File: src/rtl/scene_switcher.sv
// -----------------------------------------------------------------------------
// scene_switcher
//
// Selects one of N_SCENES VGA scene streams (RGB + vs + hs) and presents it as
// a single registered stream for the VGA output stage. Scene changes requested
// by the game-state controller only take effect on a frame boundary of the
// scene currently on screen, so the output never shows a torn frame or a
// broken sync pulse.
//
// Optional feature, enabled by defining SCENE_SWITCHER_FADE_EN:
//   A scene change becomes a frame-stepped fade-to-black of the old scene,
//   a swap while fully black, then a frame-stepped fade-in of the new scene.
//   Without the macro the swap is instant at the first frame edge and no
//   scaling logic is built.
//
// Ports:
//   i_pclk       pixel clock
//   i_rst        asynchronous, active-low reset
//   i_sel        requested scene index (out-of-range values are ignored)
//   i_scene_rgb  scene k RGB at [k*3*CH_W +: 3*CH_W], R,G,B MSB first
//   i_scene_vs   scene k vertical sync at bit k
//   i_scene_hs   scene k horizontal sync at bit k
//   o_rgb        selected (and, with fading, scaled) RGB, 2-cycle latency
//   o_vs         selected vs, same 2-cycle latency, never faded
//   o_hs         selected hs, same 2-cycle latency, never faded
//   o_cur_sel    scene currently routed to the output
//   o_busy       request pending or transition in progress
// -----------------------------------------------------------------------------
module scene_switcher #(
   parameter int N_SCENES  = 3,
   parameter int SEL_W     = 2,
   parameter int CH_W      = 4,
   parameter int LEVEL_W   = 3,
   parameter int VS_POL    = 0,
   parameter int RESET_SEL = 0
) (
   input  logic                         i_pclk,
   input  logic                         i_rst,
   input  logic [SEL_W-1:0]             i_sel,
   input  logic [N_SCENES*3*CH_W-1:0]   i_scene_rgb,
   input  logic [N_SCENES-1:0]          i_scene_vs,
   input  logic [N_SCENES-1:0]          i_scene_hs,
   output logic [3*CH_W-1:0]            o_rgb,
   output logic                         o_vs,
   output logic                         o_hs,
   output logic [SEL_W-1:0]             o_cur_sel,
   output logic                         o_busy
);

   localparam int               RGB_W   = 3 * CH_W;
   localparam logic             VS_ACT  = 1'(VS_POL);
   localparam logic [SEL_W-1:0] SEL_RST = SEL_W'(RESET_SEL);

   logic [SEL_W-1:0] cur_sel;
   logic [SEL_W-1:0] cur_sel_next;
   logic [RGB_W-1:0] sel_rgb;
   logic             sel_vs;
   logic             sel_hs;
   logic             next_vs;
   logic             prev_vs;
   logic             frame_edge;
   logic             in_range;
   logic             valid_req;
   logic             busy;
   logic             busy_next;
   logic [RGB_W-1:0] s1_rgb;
   logic             s1_vs;
   logic             s1_hs;
   logic [RGB_W-1:0] scaled_rgb;

   // Raw stream of the scene currently on screen; feeds both stage 1 and the
   // frame-edge detector.
   always_comb begin
      sel_rgb = '0;
      sel_vs  = 1'b0;
      sel_hs  = 1'b0;
      for (int k = 0; k < N_SCENES; k++) begin
         if (cur_sel == SEL_W'(k)) begin
            sel_rgb = i_scene_rgb[k*RGB_W +: RGB_W];
            sel_vs  = i_scene_vs[k];
            sel_hs  = i_scene_hs[k];
         end
      end
   end

   // The edge detector's history is always loaded from the scene that will be
   // on screen next cycle, so a swap compares the new scene against itself and
   // cannot produce a false frame edge.
   always_comb begin
      next_vs = 1'b0;
      for (int k = 0; k < N_SCENES; k++) begin
         if (cur_sel_next == SEL_W'(k)) begin
            next_vs = i_scene_vs[k];
         end
      end
   end

   assign frame_edge = (prev_vs != VS_ACT) && (sel_vs == VS_ACT);
   assign in_range   = 32'(i_sel) < 32'(N_SCENES);
   assign valid_req  = in_range && (i_sel != cur_sel);

`ifdef SCENE_SWITCHER_FADE_EN

   typedef enum logic [1:0] {
      IDLE,
      FADE_OUT,
      FADE_IN
   } state_t;

   localparam logic [LEVEL_W:0] LEVEL_FULL = {1'b1, {LEVEL_W{1'b0}}};
   localparam logic [LEVEL_W:0] LEVEL_ONE  = (LEVEL_W+1)'(1);

   state_t           state;
   state_t           state_next;
   logic [SEL_W-1:0] target;
   logic [SEL_W-1:0] target_next;
   logic [LEVEL_W:0] level;
   logic [LEVEL_W:0] level_next;

   always_ff @(posedge i_pclk or negedge i_rst) begin
      if (!i_rst) begin
         state  <= IDLE;
         target <= SEL_RST;
         level  <= LEVEL_FULL;
      end else begin
         state  <= state_next;
         target <= target_next;
         level  <= level_next;
      end
   end

   // Fade sequencing. In FADE_OUT a request for the scene already on screen
   // cancels the fade (ramp back up without swapping); any other valid request
   // retargets. The swap happens on the first frame edge seen at level 0, so
   // the new scene's first frame is black.
   always_comb begin
      state_next   = state;
      target_next  = target;
      level_next   = level;
      cur_sel_next = cur_sel;
      case (state)
         IDLE: begin
            if (frame_edge && valid_req) begin
               target_next = i_sel;
               state_next  = FADE_OUT;
            end
         end
         FADE_OUT: begin
            if (i_sel == cur_sel) begin
               state_next = FADE_IN;
            end else begin
               if (valid_req) begin
                  target_next = i_sel;
               end
               if (frame_edge) begin
                  if (level != '0) begin
                     level_next = level - LEVEL_ONE;
                  end else begin
                     cur_sel_next = target_next;
                     state_next   = FADE_IN;
                  end
               end
            end
         end
         FADE_IN: begin
            // A cancel issued at full level lands here already at full, so
            // saturate rather than overshoot.
            if (frame_edge) begin
               if (level >= LEVEL_FULL - LEVEL_ONE) begin
                  level_next = LEVEL_FULL;
                  state_next = IDLE;
               end else begin
                  level_next = level + LEVEL_ONE;
               end
            end
         end
         default: begin
            state_next = IDLE;
         end
      endcase
      busy_next = (state_next != IDLE) || (in_range && (i_sel != cur_sel_next));
   end

   // Each channel is scaled by level / 2^LEVEL_W; at full level the product
   // shifted back down is exactly the input channel.
   always_comb begin
      scaled_rgb = '0;
      for (int c = 0; c < 3; c++) begin
         scaled_rgb[c*CH_W +: CH_W] = CH_W'(
            ((CH_W+LEVEL_W+1)'(s1_rgb[c*CH_W +: CH_W]) *
             (CH_W+LEVEL_W+1)'(level)) >> LEVEL_W);
      end
   end

`else

   // Instant switching: the request is honoured at the first frame edge.
   always_comb begin
      cur_sel_next = cur_sel;
      if (frame_edge && valid_req) begin
         cur_sel_next = i_sel;
      end
      busy_next = in_range && (i_sel != cur_sel_next);
   end

   assign scaled_rgb = s1_rgb;

`endif

   always_ff @(posedge i_pclk or negedge i_rst) begin
      if (!i_rst) begin
         cur_sel <= SEL_RST;
         prev_vs <= VS_ACT;
         busy    <= 1'b0;
      end else begin
         cur_sel <= cur_sel_next;
         prev_vs <= next_vs;
         busy    <= busy_next;
      end
   end

   // Two-stage datapath: stage 1 holds the raw selected stream, stage 2 the
   // scaled RGB with syncs delayed alongside so all three stay aligned.
   always_ff @(posedge i_pclk or negedge i_rst) begin
      if (!i_rst) begin
         s1_rgb <= '0;
         s1_vs  <= 1'b0;
         s1_hs  <= 1'b0;
         o_rgb  <= '0;
         o_vs   <= 1'b0;
         o_hs   <= 1'b0;
      end else begin
         s1_rgb <= sel_rgb;
         s1_vs  <= sel_vs;
         s1_hs  <= sel_hs;
         o_rgb  <= scaled_rgb;
         o_vs   <= s1_vs;
         o_hs   <= s1_hs;
      end
   end

   assign o_cur_sel = cur_sel;
   assign o_busy    = busy;

endmodule

File: config.mk
export PLATFORM = sky130hd
export DESIGN_NAME = scene_switcher
export DESIGN_NICKNAME = d
export VERILOG_FILES = /design/src/rtl/scene_switcher.sv
export SDC_FILE = /design/constraint.sdc
export NUM_CORES = 1
export LEC_CHECK = 0
export ABC_AREA = 1
export CORE_MARGIN = 5
export CORE_UTILIZATION = 39
export CTS_CLUSTER_DIAMETER = 120
export DETAILED_ROUTE_END_ITERATION = 7
export GPL_TIMING_DRIVEN = 0
export PLACE_DENSITY = 0.78
export SYNTH_ARGS = -nofsm -noshare
export SYNTH_HDL_FRONTEND = slang
export SYNTH_SLANG_ARGS = --single-unit
File: constraint.sdc
create_clock -name i_pclk -period 1.5 [get_ports i_pclk]
set_input_delay 0.3 -clock i_pclk [delete_from_list [all_inputs] [get_ports i_pclk]]
set_output_delay 0.3 -clock i_pclk [all_outputs]
set_load 0.1 [all_outputs]
Word-level counts from Yosys, hierarchy flattened
Cells that the tools add are included.
{"block": "totals", "inputBits": 46, "register_bits": 32, "romBits": 0, "ramBits": 0, "latch_bits": 0, "out_inout_bits": 17, "elab_cells": 36, "n_memories": 0}
{"block": "op_classes", "muxes": 13, "addsub": 0, "n_eq_ne": 6, "n_mul": 0, "bitwise": 1, "n_lt_le_gt_ge": 1, "n_shift": 0, "div": 0, "n_reduce_logical": 6}
{"op": "12-bit 2-to-1 mux", "n": 3}
{"op": "1-bit 2-to-1 mux", "n": 9}
{"op": "2-bit by 1-bit == test with 1-bit output (second input constant)", "n": 2}
{"op": "2-bit == test (second input constant)", "n": 2}
{"op": "1-bit logical AND", "n": 4}
{"op": "2-bit zero test", "n": 2}
{"op": "2-bit != test", "n": 2}
{"op": "2-bit less-than comparator (second input constant)", "n": 1}
{"op": "2-bit 2-to-1 mux", "n": 1}
{"op": "1-bit inverter", "n": 1}

Depth between registers and ports, before layout
{"block": "logic_depth", "word_depth": 12, "mapped_depth": 9, "mapped_depth_nobuf": 9}

Least setup slack after synthesis
OpenSTA, ideal clock, no wires.
{"block": "synth_timing", "path_kind": "flip-flop to flip-flop", "start": "reg cur_sel[0] (netlist: o_cur_sel[0])", "end": "reg prev_vs", "path_slack_ns": -0.462, "path_stages_with_launch": 10, "t_arrival_ns": 1.845, "t_required_ns": 1.383, "period_less_slack_ns": 1.962, "setup_time_ns": 0.117, "n_path_buf": 0, "cell_sequence": "dfrtp_1 -> inv_1 -> nand3_1 -> nand3_4 -> nor2_8 -> nand2_4 -> nand2_1 -> nand3_1 -> nand3_1 -> nand2_1"}
{"block": "synth_between", "elab_chain_cells": 12, "word_cells_on_any_way": 18, "classes_between": "eq/ne (5); mux (7); bitwise (1); reduce/logical (5)"}
{"element": "start: declaration", "line_no": "54", "source": "logic [SEL_W-1:0] cur_sel;"}
{"element": "start signal: assignment", "line_no": "216", "source": "cur_sel <= cur_sel_next;"}
{"element": "2-bit zero test", "line_no": "78", "source": "if (cur_sel == SEL_W'(k)) begin"}
{"element": "1-bit 2-to-1 mux (2 in series)", "line_no": "78"}
{"element": "1-bit 2-to-1 mux (*)", "line_no": "78"}
{"element": "via sel_vs", "line_no": "57", "source": "logic sel_vs;"}
{"element": "1-bit inverter (*)", "line_no": "98", "source": "assign frame_edge = (prev_vs != VS_ACT) && (sel_vs == VS_ACT);"}
{"element": "1-bit logical AND (*)", "line_no": "98"}
{"element": "1-bit logical AND (*)", "line_no": "200", "source": "if (frame_edge && valid_req) begin"}
{"element": "2-bit 2-to-1 mux (*)", "line_no": "200"}
{"element": "2-bit zero test", "line_no": "92", "source": "if (cur_sel_next == SEL_W'(k)) begin"}
{"element": "1-bit 2-to-1 mux (2 in series)", "line_no": "92"}
{"element": "1-bit 2-to-1 mux (*)", "line_no": "92"}
{"element": "via next_vs", "line_no": "59", "source": "logic next_vs;"}
{"element": "end signal: assignment", "line_no": "217", "source": "prev_vs <= next_vs;"}
{"element": "end: declaration", "line_no": "60", "source": "logic prev_vs;"}
Mark *: on every way through the listed nets, which the timed path passes. The rest lies on a longest branch.

Worst setup path after layout
{"block": "layout_timing", "start": "reg cur_sel[1] (netlist: o_cur_sel[1])", "end": "reg prev_vs"}
The elaborated chain is that of the path after synthesis.

==> metrics.yaml <==
p_comb_share_pct: 57.7
slew-limit-headroom_pct: 55.8
die_y_um: 66.8
htreeDepth: 2
setup.worst_path.end_class: "flop"
power.density_nw_per_um2: 2490
vias: 1121
synth_area_um2: 1260
yosys_register_bits: 32
yosysWarnings: 0
path_class: "reg -> reg"
ys_seq_area_share_pct: 63.6
swShare_pct: 55.7
drt-initial-drc-count: 43
area_growth_pct: 54.0
outcome: "completed"
clock.fmax_mhz: 687
die_x_um: 66.8
critPathMaxFanout: 8
syn_inst: 130
yosys.area_share.simple_pct: 30.3
syn-num-nets: 176
drt-pass1-iter-count: 4
root_buffer: "clkbuf_4"
syn_avg_cell_area_um2: 9.69
finalSetupViolations: 0
viasPerCell: 4.59
antenna_left: 0
layout_commonest_cell: "nand2_1"
pwr-share-seq_pct: 29.6
p_leak_nw: 0.959
synth_compound_area_share_pct: 2.18
hold_viol: 0
skew_ns: 0.00640
port_buffers: 62
nets: 245
gp_congestion: 0.813
drv_slew: 0
min_period_ns: 1.46
wire_per_inst_um: 13.0
synth_top_family_by_area: "simple AND/OR/NAND/NOR gates"
fin_crit_sh_pct: 97.0
cts_buffer_depth: 2
worstHoldPathType: "in -> async"
drv_cap: 0
clkPwrFrac_pct: 12.7
synth_xor_area_share_pct: 0
grt_setup_unrepaired: "true"
setup_slack_ns: 0.0444
coreArea_um2: 3080
initial_core_util_pct: 40.9
routed_wl_mm: 3.18
grt_pass1_wl_mm: 4.60
cts_tree: "done"
ios: 63
power.switching_mw: 2.70
critPathLaunchType: "flop"
cts_inserted_buffers: 5
drc: 0
p_int_mw: 2.14
cts.sinks: 32
placementRows: 20
path_clk_slew_ns: 0.09
grt-ovfl-total: 0
post-route-util_pct: 63.0
synth.area.mux_share_pct: 0
place_ws_ns: -0.608
worstPathArrival_ns: 1.71
antenna_found_initial: 0
tightestPinTransition_ns: 0.663
die-area_um2: 4470
yosys.cell_types.count: 19
layout_common_cells: "47 x nand2_1, 44 x clkdlybuf4s50_1, 30 x dfrtp_1"
gr-usage-all-layers_pct: 14.2
clk_latency_ns: 0.31
grt_start_max_net_pins: 33
n_antenna_cell: 0
ir_drop_mv: 1.10
first_global_vias: 1079
synthAdderAreaFrac_pct: 0
drive_above_1_share_pct: 19.0
hpwl_mm: 2.55
fin_hold_ws_ns: 0.0119
required_ns: 1.75
fillers: 254
-- state kept, by name (all words and copies together), names as in the netlist --
register	flops
prev_vs	1
s1_vs	1
o_busy	1
o_cur_sel	2
o_hs	1
o_rgb	12
s1_hs	1
o_vs	1
s1_rgb	12
-- worst paths after layout --
| path | from | end | slack (ns) | cells after the start |
|---|---|---|---|---|
| worst max-delay path | o_cur_sel[1] | prev_vs | 0.04 | 9 |
| worst min-delay path | i_rst | o_cur_sel[0] | 0.01 | 1 |
| worst max register to register | o_cur_sel[1] | prev_vs | 0.04 | 9 |
| worst min register to register | s1_rgb[3] | o_rgb[3] | 0.35 | 0 |
| max in group asynchronous | i_rst | o_cur_sel[1] | 1.00 | 1 |
| min in group i_pclk | s1_rgb[3] | o_rgb[3] | 0.35 | 0 |
-- worst max-delay path: stages, from the launching register on --
cell	delay, ns
dfrtp_4	0.54
inv_2	0.11
nand3_1	0.15
nand3_4	0.16
nor2_8	0.05
nand2_4	0.07
nand2_1	0.07
nand2_1	0.10
nand3_2	0.07
nand2_1	0.07
-- cell usage after synthesis, drive strengths merged --
| cell | n | area share (%) |
|---|---|---|
| nand2 | 51 | 16 |
| dfrtp | 32 | 64 |
| nand3 | 22 | 10 |
| inv | 10 | 3.0 |
| nor2 | 6 | 3.3 |
| o21ai | 3 | 1.2 |
| clkbuf | 2 | 0.60 |
| a21oi | 1 | 0.40 |
| buf | 1 | 0.40 |
| nand4 | 1 | 0.50 |
| o211ai | 1 | 0.60 |
-- cell type report --
type / instances / area (µm²) / area share (%)
buffer: 3 / 13.8 / 0.709
clock buffer: 6 / 41.3 / 2.13
clock inverter: 2 / 35.0 / 1.81
inverter: 10 / 37.5 / 1.93
multi-input combinational: 85 / 414 / 21.3
sequential: 32 / 808 / 41.7
tap: 44 / 55.1 / 2.84
timing repair buffer: 62 / 536 / 27.6
-- through the flow --
step | setup TNS (ns) | power [mW] | std cells | instance area [µm²]
6_report | 0 | 4.84 | 244 | 1940
5_1_grt | -0.0242 | 5.06 | 244 | 1940
4_1_cts | 0 | 4.95 | 244 | 1980
3_5_place_dp | -18.57 | 4.44 | 236 | 1940
3_3_place_gp | -16.84 | 4.38 | 236 | 1940
2_1_floorplan | 0 | 3.64 | 130 | 1270
-- power groups by stage --
stage,clock network [mW],registers (mW),logic [mW]
2_1_floorplan,0,3.03,0.615
3_3_place_gp,0,1.44,2.94
3_5_place_dp,0,1.46,2.99
4_1_cts,0.633,1.43,2.88
5_1_grt,0.670,1.48,2.91
6_report,0.617,1.43,2.79
-- what timing repair did --
item                                    4_1_cts  5_1_grt
hold endpoints to repair                      0        0
gates resized for setup                      80       10
hold buffers                                  0        0
endpoints found under the setup margin       56       21
setup buffers                                 0        0
-- per-layer routing --
layer | up-vias | part of all wire (%) | track usage [%]
met2 | 31 | 59 | 26.6
met4 | 0 | 2.2 | 6.85
met5 | - | 0 | 0
li1 | 549 | - | -
met3 | 6 | 3.7 | 3.20
met1 | 535 | 35 | 14.5
-- cells by family after synthesis --
kind of cell | Yosys count
buffers and inverters | 13
AO/OA/AOI/OAI | 5
flip-flops | 32
AND/OR/NAND/NOR | 80
Note: power is estimated with default switching activity, not from simulation.
